[src/rtl/int_ctrl_pkg.sv]
// Shared constants for the eight-line prioritised interrupt controller.
package int_ctrl_pkg;

    // Number of interrupt lines handled by the controller.
    localparam int unsigned INT_W = 8;

    // One-hot vector used by the CU for ALU overflow entry (line 0).
    localparam logic [INT_W-1:0] INT_OVF = 8'h01;

    // Default enable mask: every external line enabled; bit 0 is don't-care.
    localparam logic [INT_W-1:0] MASK_RST_DEF = 8'hFE;

    // Line 0 never takes an external request edge.
    localparam logic [INT_W-1:0] EXT_LINES = 8'hFE;

endpackage : int_ctrl_pkg

[src/rtl/int_ctrl_lsb_onehot.sv]
// Lowest-set-bit isolator: returns a one-hot copy of the least significant
// set bit of the input, or all zeros when the input is zero. Lower index
// means higher interrupt priority, so this picks the most urgent line.
import int_ctrl_pkg::*;

module lsb_onehot (
    input  logic [INT_W-1:0] data_in,
    output logic [INT_W-1:0] onehot
);

    logic [INT_W-1:0] neg_s;

    // Two's complement negate; AND with the original keeps only the lowest one.
    always_comb begin
        neg_s  = ~data_in + 8'd1;
        onehot = data_in & neg_s;
    end

endmodule : lsb_onehot

[src/rtl/int_ctrl.sv]
// Eight-line prioritised interrupt controller.
// Latches rising edges of irq[7:1] into pending, gates them with a writable
// enable mask, and tracks nested in-service interrupts driven by the CU's
// accept (s_calli) and return (s_reti) vectors.
// Optional build macro: INT_CTRL_SYNC_EN adds a 2-flop synchroniser on
// irq[7:1] ahead of the edge detector (request latency +2 cycles). Without
// it, irq must already be synchronous to clk.
import int_ctrl_pkg::*;

module int_ctrl #(
    parameter logic [INT_W-1:0] MASK_RST = MASK_RST_DEF
) (
    input  logic             clk,
    input  logic             reset,
    input  logic [INT_W-1:0] irq,
    input  logic [INT_W-1:0] s_calli,
    input  logic [INT_W-1:0] s_reti,
    input  logic             mask_we,
    input  logic [INT_W-1:0] mask_wdata,
    output logic [INT_W-1:0] min_bit_s,
    output logic [INT_W-1:0] min_bit_a,
    output logic [INT_W-1:0] pending,
    output logic [INT_W-1:0] in_service,
    output logic [INT_W-1:0] mask
);

    logic [INT_W-1:0] irq_s;
    logic [INT_W-1:0] irq_q_r;
    logic [INT_W-1:0] rise_s;
    logic [INT_W-1:0] pending_r;
    logic [INT_W-1:0] pending_nxt_s;
    logic [INT_W-1:0] in_service_r;
    logic [INT_W-1:0] in_service_nxt_s;
    logic [INT_W-1:0] mask_r;
    logic [INT_W-1:0] mask_nxt_s;
    logic [INT_W-1:0] req_enabled_s;

`ifdef INT_CTRL_SYNC_EN
    logic [INT_W-1:1] sync1_r;
    logic [INT_W-1:1] sync2_r;

    // Two-stage synchroniser for the asynchronous external request lines.
    always_ff @(posedge clk or negedge reset) begin
        if (!reset) begin
            sync1_r <= 7'd0;
            sync2_r <= 7'd0;
        end else begin
            sync1_r <= irq[INT_W-1:1];
            sync2_r <= sync1_r;
        end
    end

    // Line 0 is reserved for overflow and never sampled from irq.
    always_comb begin
        irq_s = {sync2_r, 1'b0};
    end
`else
    // Requests are already synchronous; line 0 is reserved and forced low.
    always_comb begin
        irq_s = {irq[INT_W-1:1], 1'b0};
    end
`endif

    // Previous sample of the request lines for rising-edge detection.
    always_ff @(posedge clk or negedge reset) begin
        if (!reset) begin
            irq_q_r <= 8'h00;
        end else begin
            irq_q_r <= irq_s;
        end
    end

    // Next-state logic: a new edge beats an accept so no request is lost,
    // and an accept beats a return for the same line.
    always_comb begin
        rise_s           = irq_s & ~irq_q_r & EXT_LINES;
        pending_nxt_s    = (pending_r & ~s_calli) | rise_s;
        in_service_nxt_s = (in_service_r & ~s_reti) | s_calli;
        if (mask_we) begin
            mask_nxt_s = mask_wdata;
        end else begin
            mask_nxt_s = mask_r;
        end
    end

    // Controller state: pending requests, nested in-service levels, mask.
    always_ff @(posedge clk or negedge reset) begin
        if (!reset) begin
            pending_r    <= 8'h00;
            in_service_r <= 8'h00;
            mask_r       <= MASK_RST;
        end else begin
            pending_r    <= pending_nxt_s;
            in_service_r <= in_service_nxt_s;
            mask_r       <= mask_nxt_s;
        end
    end

    // Mask only gates presentation; mask bit 0 is stored but never used.
    always_comb begin
        req_enabled_s = pending_r & mask_r & EXT_LINES;
    end

    lsb_onehot u_min_s (
        .data_in (req_enabled_s),
        .onehot  (min_bit_s)
    );

    lsb_onehot u_min_a (
        .data_in (in_service_r),
        .onehot  (min_bit_a)
    );

    assign pending    = pending_r;
    assign in_service = in_service_r;
    assign mask       = mask_r;

endmodule : int_ctrl

[config.mk]
export PLATFORM = sky130hd
export DESIGN_NAME = int_ctrl
export DESIGN_NICKNAME = d
export VERILOG_FILES = /design/src/rtl/int_ctrl_pkg.sv /design/src/rtl/int_ctrl_lsb_onehot.sv /design/src/rtl/int_ctrl.sv
export SDC_FILE = /design/constraint.sdc
export NUM_CORES = 1
export LEC_CHECK = 0
export ABC_AREA = 1
export BUFFER_PORTS_ARGS = -buffer_cell sky130_fd_sc_hd__buf_4
export CELL_PAD_IN_SITES_DETAIL_PLACEMENT = 1
export CELL_PAD_IN_SITES_GLOBAL_PLACEMENT = 1
export CORE_ASPECT_RATIO = 1.25
export CORE_UTILIZATION = 31
export CTS_BUF_LIST = sky130_fd_sc_hd__clkbuf_2
export DETAILED_ROUTE_END_ITERATION = 12
export HOLD_SLACK_MARGIN = 0.03
export PLACE_DENSITY_LB_ADDON = 0.1
export SETUP_SLACK_MARGIN = 0.2
export SKIP_LAST_GASP = 1
export SLEW_MARGIN = 20
export SYNTH_ARGS = -nofsm -noshare
export SYNTH_HDL_FRONTEND = slang
export SYNTH_SLANG_ARGS = --single-unit
[constraint.sdc]
create_clock -name clk -period 1.2 [get_ports clk]
set_input_delay 0.24 -clock clk [delete_from_list [all_inputs] [get_ports clk]]
set_output_delay 0.24 -clock clk [all_outputs]
set_load 0.05 [all_outputs]
==> results.md, run 1 <==
- Result of the run: stopped before the end
- Fail Step: 5_1_grt
- Error that ended the run: [ERROR DPL-0033] detailed placement checks failed during check placement.
- Post-synthesis cell type count: 16
- Largest net degree at the start of global routing: 32
- Number of synthesized flops with an enable pin: 0
- Number of storage elements in the synthesis netlist: 31
- # clock sinks: 31
- Leading area contributor after synthesis: dfrtp_1
- # H-tree levels: 2
- Synth Instances: 134
- Number of buffers on the longest clock path: 2
- Warnings from Yosys: 0
- Syn avg cell area: 9.431 sq um
- Die width: 59.11 microns
- Initial antenna violation count: 0
- Register area share after synthesis: 62.08%
- Post-synthesis async set-or-reset flop share: 100.0%
- Critical endpoint after global-route timing repair: min_bit_a[4]
- Most common library cells after synthesis: inv_1 (35), dfrtp_1 (24), nand2_1 (21)
- Port Buffers: 72
- Pin category terminating the worst setup path after the last repair: output port
- Clock root buffer master: clkbuf_2
- Cell area after technology mapping: 0.001264 sq mm
- Top-level port count: 75
- Synthesized net count: 169
- Cells taking the most area after synthesis: dfrtp_1 (48%), dfstp_2 (15%), inv_1 (10%)
- Area fraction of the dominant cell type after synthesis: 47.52%
- Final GP Congestion: 0.7177
- Cell with the most instances after synthesis: inv_1
- Die height: 73.39 microns
- Prevailing post-synth register cell: dfrtp_1
- TritonCTS buffer count: 5
- FP Rows: 25
- Initial Utilization: 32.85%
- Detail Placement HPWL: 3.003 mm
[cells by family after synthesis]
family | synth area share (%)
DFF | 62.08
other | 0.2967
AOI/OAI and AO/OA | 11.09
buffers and inverters | 12.48
and+or+nand+nor | 14.06
[timing repair]
item                                    CTS
pin swaps                                10
endpoints found under the setup margin   39
setup buffers                             0
gates resized for setup                  61
hold buffers                             21
hold endpoints to repair                 44
[metrics by stage]
step	area [sq um]	std cells	hold WS (ns)	worst slack (ns)	util, %
CTS	2688	310	0.03013	-0.6105	69.85
detailed placement	2205	281	0.2001	-0.1860	57.30
global placement	2205	281	0.1925	-0.1661	57.30
floorplan	1446	134	-0.05559	-0.3144	-
==> run 2, diff against run 1 <==
==> config.mk (replaced) <==
export PLATFORM = sky130hd
export DESIGN_NAME = int_ctrl
export DESIGN_NICKNAME = d
export VERILOG_FILES = /design/src/rtl/int_ctrl_pkg.sv /design/src/rtl/int_ctrl_lsb_onehot.sv /design/src/rtl/int_ctrl.sv
export SDC_FILE = /design/constraint.sdc
export NUM_CORES = 1
export LEC_CHECK = 0
export ABC_AREA = 1
export BUFFER_PORTS_ARGS = -buffer_cell sky130_fd_sc_hd__buf_4
export CORE_UTILIZATION = 29
export DETAILED_ROUTE_END_ITERATION = 12
export PLACE_DENSITY_LB_ADDON = 0.15
export SKIP_LAST_GASP = 1
export SLEW_MARGIN = 20
export SYNTH_ARGS = -nofsm -noshare
export SYNTH_HDL_FRONTEND = slang
export SYNTH_SLANG_ARGS = --single-unit
==> run 2 against run 1 <==
The flow now finishes, with violations (negative setup slack); area after synthesis did not move; synthesized cell count is the same.
==> results.md, run 2 <==
- Result of the run: complete, but fails checks
- Violations in the final reports: negative setup slack
- Part of the power in combinational logic: 33.7%
- Most common library cells after synthesis: inv_1 (35), dfrtp_1 (24), nand2_1 (21)
- # clock sinks: 31 (unchanged)
- Wire length per cell: 11.91 microns
- Mean number of vias per cell: 4.316
- Via count of the first global-routing pass: 1227
- Class of the tightest hold or removal check: input pin to flop
- Setup repair after global routing missed its margin: true
- Final total negative setup slack: -5.260 ns
- Register area share after synthesis: 62.08% (unchanged)
- TritonCTS buffer count: 5 (unchanged)
- Initial detailed-routing violation count: 20
- Top-level port count: 75 (unchanged)
- Cell count after placement: 276 (-1.8%)
- Wire length of the first global-routing pass: 5.568 mm
- Clock Skew: 0.0006894 ns
- Fraction of layout instances using a drive strength above 1: 63.87%
- Clock root buffer master: clkbuf_8
- PD cells: 1215 mW/mm^2
- Setup-failing EPs final: 28
- Post-layout minimum cycle time: 1.553 ns
- Final period util: 129.4%
- Clock tree from TritonCTS: built
- Initial antenna violation count: 0
- Largest voltage drop on the vdd net: 0.0007936 V
- Final GP Congestion: 0.6915 (-3.7%)
- Routed Antenna Nets: 0
- Number of nets in the layout: 272
- Number of search-and-repair iterations in the first detailed-routing pass: 3
- # H-tree levels: 2 (unchanged)
- Most used cells in the layout excluding fill and tap cells: buf_4 (49), inv_1 (30), buf_6 (24), buf_8 (24)
- Count of vias placed by the detailed router: 1243
- Total routing resource utilization after global routing: 16.73%
- Prevailing post-synth register cell: dfrtp_1
- Cell with the most instances after synthesis: inv_1
- Synthesized net count: 169 (unchanged)
- Most common cell after layout, fill and taps aside: buf_4
- Non-filler cells, final: 288
- Final max-slew violation count: 0
- Warnings from Yosys: 0 (unchanged)
- Data arrival time at the worst-slack endpoint: 1.31 ns
- Power spent charging and discharging nets: 1.047 mW
- Initial Utilization: 30.92% (-1.9 points)
- Net switching fraction of the power: 32.86%
- Crit start category: flop
- Die width: 68.01 microns (+15%)
- Highest clock rate: 644.1 MHz
- Total leakage power: 1.310 nW
- Number of buffers on the longest clock path: 2 (unchanged)
- Flop pwr share: 37.9%
- Clock power frac: 28.5%
- Post-synthesis cell type count: 16 (unchanged)
- FP Rows: 23 (-8.0%)
- Overall power: 3.188 mW
- Cells taking the most area after synthesis: dfrtp_1 (48%), dfstp_2 (15%), inv_1 (10%)
- Leading area contributor after synthesis: dfrtp_1
- Syn avg cell area: 9.431 sq um (unchanged)
- Total detailed-routing wirelength: 3.431 mm
- Synth Instances: 134 (unchanged)
- Number of synthesized flops with an enable pin: 0 (unchanged)
- Area Growth Syn to Fin: 107.6%
- Max capacitance violation total: 0
- Capturing element type of the critical path: output port
- Data required time at the worst endpoint: 0.96 ns
- DIE AREA: 0.004625 sq mm
- Final design utilization: 64.21%
- Drc violations: 0
- Antenna diode instance count: 0
- Global-route congestion overflow total: 0
- Number of storage elements in the synthesis netlist: 31 (unchanged)
- Detail Placement HPWL: 2.684 mm (-11%)
- Cell area after technology mapping: 0.001264 sq mm (unchanged)
- Area fraction of the dominant cell type after synthesis: 47.52% (unchanged)
- Critical path fanouts, max: 3
- Worst skew pair latency: 0.27 ns
- Die height: 68.01 microns (-7.3%)
- Port Buffers: 72 (unchanged)
- Min setup slack post-route: -0.3526 ns
- Total core area: 0.004086 sq mm
- Worst-path clk slew: 0.07 ns
- Post-synthesis async set-or-reset flop share: 100.0% (unchanged)
- Internal portion of total power: 2.140 mW
- Critical path class: flop to output port
- Final hold violation count: 0
- Largest net degree at the start of global routing: 32
run 2: cell counts after synthesis:
No cell type changed its count.
run 2: worst max-delay path, cell delays in order (launching register included):
cell and delay, ns:
dfstp_2 0.56, nand2_4 0.06, nand2_4 0.08, inv_2 0.04, nand2_4 0.10, nor2_4 0.04
buf_8 0.15
run 2: kinds of logic (layout without fill, tap and decap cells):
group,count (synthesis),in the layout,synth area share (%)
other,1,1,0.2967
flip-flops,31,31,62.08
buffers and inverters,38,142,12.48
AO/OA/AOI/OAI,23,23,11.09
AND/OR/NAND/NOR,41,41,14.06
run 2: power groups by stage:
stage | Combinational [mW] | Sequential [mW] | Clock [mW]
5_1_grt | 1.14 | 1.22 | 0.983
3_3_place_gp | 0.892 | 1.22 | 0
6_report | 1.07 | 1.21 | 0.907
4_1_cts | 1.06 | 1.21 | 0.932
3_5_place_dp | 0.908 | 1.22 | 0
2_1_floorplan | 0.278 | 1.46 | 0
run 2: layout make-up:
class	count	area, sq um
Multi-Input combinational cell	65	500.5
Clock buffer	8	100.1
Tap cell	50	62.56
Fill cell	355	1463
Timing Repair Buffer	99	1028
Sequential cell	31	797.0
Inverter	35	135.1
run 2: path summary, 6_finish.rpt:
path / start / to / slack [ns] / depth (start not counted)
hold / removal: irq[5] / irq_q_r[5]$_DFF_PN0_ / 0.07 / 1
hold reg to reg: irq_q_r[1]$_DFF_PN0_ / pending[1]$_DFF_PN0_ / 0.42 / 1
setup / recovery: mask[2]$_DFFE_PN1P_ / min_bit_s[5] / -0.35 / 6
setup reg to reg: mask[4]$_DFFE_PN1P_ / mask[4]$_DFFE_PN1P_ / 0.14 / 5
max in group asynchronous: reset / mask[2]$_DFFE_PN1P_ / 0.45 / 2
min in group asynchronous: reset / pending[7]$_DFF_PN0_ / 0.43 / 2
run 2: what timing repair did:
action / in CTS / in global routing
buffers inserted: 3 / 7
hold buffers: 1 / 0
setup endpoints to repair: 30 / 30
gates cloned: 0 / 0
pin swaps: 11 / 4
endpoints found under the hold margin: 24 / 0
resized for setup: 66 / 15
run 2: through the flow:
step | hold WS, ns | setup WS (ns) | area [sq um]
floorplan | -0.05559 | -0.3144 | 1440
global placement | 0.1925 | -0.1465 | 2202
detailed placement | 0.1977 | -0.1806 | 2202
CTS | 0.06339 | -0.3767 | 2576
global route | 0.05804 | -0.4338 | 2624
finish | 0.07361 | -0.3526 | 2624
run 2: layer usage:
layer / global-route usage [%] / wire length (microns)
met1: 19.18 / 1358
met2: 28.19 / 1791
met3: 6.167 / 232
met4: 6.250 / 48
met5: 0 / 0
Note: power is estimated with default switching activity, not from simulation.
==> run 3, diff against run 2 <==
--- a/config.mk
+++ b/config.mk
@@ -7,8 +7,9 @@
 export LEC_CHECK = 0
 export ABC_AREA = 1
 export BUFFER_PORTS_ARGS = -buffer_cell sky130_fd_sc_hd__buf_4
-export CORE_UTILIZATION = 29
+export CORE_AREA = 2 2 63 65
 export DETAILED_ROUTE_END_ITERATION = 12
+export DIE_AREA = 0 0 65 67
 export PLACE_DENSITY_LB_ADDON = 0.15
 export SKIP_LAST_GASP = 1
 export SLEW_MARGIN = 20
==> run 3 against run 2 <==
The run still ends with negative setup slack left; final cell count up 1.0%; global-route usage grew 1.3 points; power shrank 1.4%; via count rose by 1.3%; critical path type unchanged; largest cell class unchanged.
==> results.md, run 3 (same netlist as run 2, synthesis figures left out) <==
- # H-tree levels: 2 (unchanged)
- Class of the tightest hold or removal check: input pin to flop
- Total leakage power: 1.338 nW (+2.1%)
- Final GP Congestion: 0.7150 (+3.4%)
- Final max-slew violation count: 0 (unchanged)
- Clock tree from TritonCTS: built
- Area of all placed cells without fillers: 0.002678 sq mm (+2.1%)
- Result of the run: complete, but fails checks
- Worst stage delay on the critical path: 0.43 ns (-0.13 ns)
- Total routing resource utilization after global routing: 18.01% (+1.3 points)
- Crit start category: flop
- TritonCTS buffer count: 5 (unchanged)
- Reg-to-reg critical path startpoint: in_service[2]$_DFF_PN0_
- Setup-failing EPs final: 29 (+3.6%)
- Launch point of the worst path: in_service[0]$_DFF_PN0_
- Total core area: 0.003606 sq mm (-12%)
- Detail Placement HPWL: 2.592 mm (-3.4%)
- Top Family by Delay on Critical Path: flip-flops
- Count of vias placed by the detailed router: 1259 (+1.3%)
- Post-layout minimum cycle time: 1.579 ns (+0.02597 ns)
- Number of filler cells placed in the layout: 259 (-27%)
- Violations in the final reports: negative setup slack
- Die width: 65 microns (-4.4%)
- Cell-by-cell listing of the critical path: nor2_4 > buf_6 > nand2_4 > nor3_4 > buf_6
- Wire length of the first global-routing pass: 5.796 mm (+4.1%)
- Data required time at the worst endpoint: 0.96 ns (about the same)
- FP Rows: 22 (-4.3%)
- Critical path class: flop to output port
- DIE AREA: 0.004355 sq mm (-5.8%)
- Max capacitance violation total: 0 (unchanged)
- Critical path fanouts, max: 2 (-1)
- PD cells: 1174 mW/mm^2 (-3.3%)
- Worst skew pair latency: 0.28 ns (about the same)
- Final period util: 131.5% (+2.2 points)
- Worst setup path endpoint: min_bit_a[4]
- Number of nets in the layout: 277 (+1.8%)
- Via count of the first global-routing pass: 1304 (+6.3%)
- Multi-input logic area: 501.7 sq um (+0.25%)
- Min setup slack post-route: -0.3786 ns (-0.02597 ns)
- Highest clock rate: 633.5 MHz (-1.6%)
- Most used cells in the layout excluding fill and tap cells: buf_4 (50), inv_1 (30), buf_6 (27)
- Largest voltage drop on the vdd net: 0.0007398 V (-6.8%)
- Number of buffers on the longest clock path: 2 (unchanged)
- Area of all sequential standard cells: 797.0 sq um (unchanged)
- # clock sinks: 31 (unchanged)
- Slowest stage cell on the critical path: dfrtp_2
- Mean number of vias per cell: 4.326 (+0.24%)
- Port Buffers: 72 (unchanged)
- Initial Utilization: 35.05% (+4.1 points)
- Routed Antenna Nets: 0 (unchanged)
- Worst-path clk slew: 0.06 ns (about the same)
- Antenna diode instance count: 0 (unchanged)
- Wire length per cell: 12.48 microns (+4.7%)
- Initial detailed-routing violation count: 13 (-35%)
- Overall power: 3.144 mW (-1.4%)
- Place WS: -0.1318 ns (+0.04883 ns)
- Top-level port count: 75 (unchanged)
- Cell count of the worst reg-to-reg path: 5 (unchanged)
- Setup repair after global routing missed its margin: true
- Die height: 67 microns (-1.5%)
- Buf/Inv on CP: 2 (unchanged)
- Area Growth Syn to Fin: 111.9%
- Global-route congestion overflow total: 0 (unchanged)
- Most common cell after layout, fill and taps aside: buf_4
- Crit Reg-Reg Endpoint: in_service[2]$_DFF_PN0_
- Final hold violation count: 0 (unchanged)
- Total detailed-routing wirelength: 3.631 mm (+5.8%)
- Clock Skew: 0.004198 ns (+0.003508 ns)
- Drc violations: 0 (unchanged)
- Clock root buffer master: clkbuf_8
- Largest net degree at the start of global routing: 32 (unchanged)
- Capturing element type of the critical path: output port
- Post-DP Area: 0.002195 sq mm (-0.34%)
- Initial antenna violation count: 0 (unchanged)
- Cell with the most instances on the worst path: buf_6
- Data arrival time at the worst-slack endpoint: 1.34 ns (+0.03 ns)
- Number of search-and-repair iterations in the first detailed-routing pass: 4 (+1)
- WP depth: 5 (-1)
- Reg-to-reg slack, setup: 0.18 ns (+0.04 ns)
- Hold slack final: 0.07733 ns (+0.003729 ns)
- Fraction of layout instances using a drive strength above 1: 64.61% (+0.74 points)
## run 3: changes by cell type in the layout (fill, tap and decap cells not counted), sizes merged
| cell | change |
|---|---|
| buf | +5 |
| clkinv | +1 |
| clkbuf | -1 |
## run 3: worst min path at each step
stage                start                      end  slack (ns)  cells past startpoint
floorplan            reset  in_service[0]$_DFF_PN0_       -0.06                      0
global placement     reset     irq_q_r[2]$_DFF_PN0_        0.19                      1
detailed placement   reset     irq_q_r[1]$_DFF_PN0_        0.20                      1
CTS                 irq[7]     irq_q_r[7]$_DFF_PN0_        0.07                      1
global route        irq[7]     irq_q_r[7]$_DFF_PN0_        0.06                      1
finish              irq[5]     irq_q_r[5]$_DFF_PN0_        0.08                      1
## run 3: routing by layer
layer | vias to the layer above | GRT usage [%] | share of wire (%)
li1 | 620 | - | -
met1 | 591 | 19.74 | 37
met2 | 42 | 32.86 | 57
met3 | 6 | 5.912 | 5.1
met4 | 0 | 5.585 | 1.3
met5 | - | 0 | 0
## run 3: where the power goes
part | internal, mW | total [mW] | switching (mW)
registers | 1.14 | 1.21 | 0.0661
clock network | 0.462 | 0.823 | 0.361
logic | 0.499 | 1.11 | 0.613
total | 2.10 | 3.14 | 1.04
## run 3: final cells by class
class / count / share of cell area [%]
Clock buffer: 7 / 3.224
Tap cell: 48 / 2.243
Timing Repair Buffer: 104 / 40.51
Inverter: 35 / 5.327
Sequential cell: 31 / 29.77
Clock inverter: 1 / 0.1869
Multi-Input combinational cell: 65 / 18.74
## run 3: repair_timing
item	4_1_cts	5_1_grt
setup buffers	2	10
hold buffers	1	0
setup endpoints to repair	31	31
pin swaps	10	8
hold endpoints to repair	24	0
resized for setup	73	15
## run 3: per-stage QoR
stage / setup TNS, ns / cells / util (%)
global placement: -0.7528 / 275 / 60.86
floorplan: -2.668 / 134 / -
CTS: -5.697 / 285 / 71.58
finish: -5.726 / 291 / 74.25
detailed placement: -0.9049 / 275 / 60.86
global route: -7.072 / 291 / 74.25
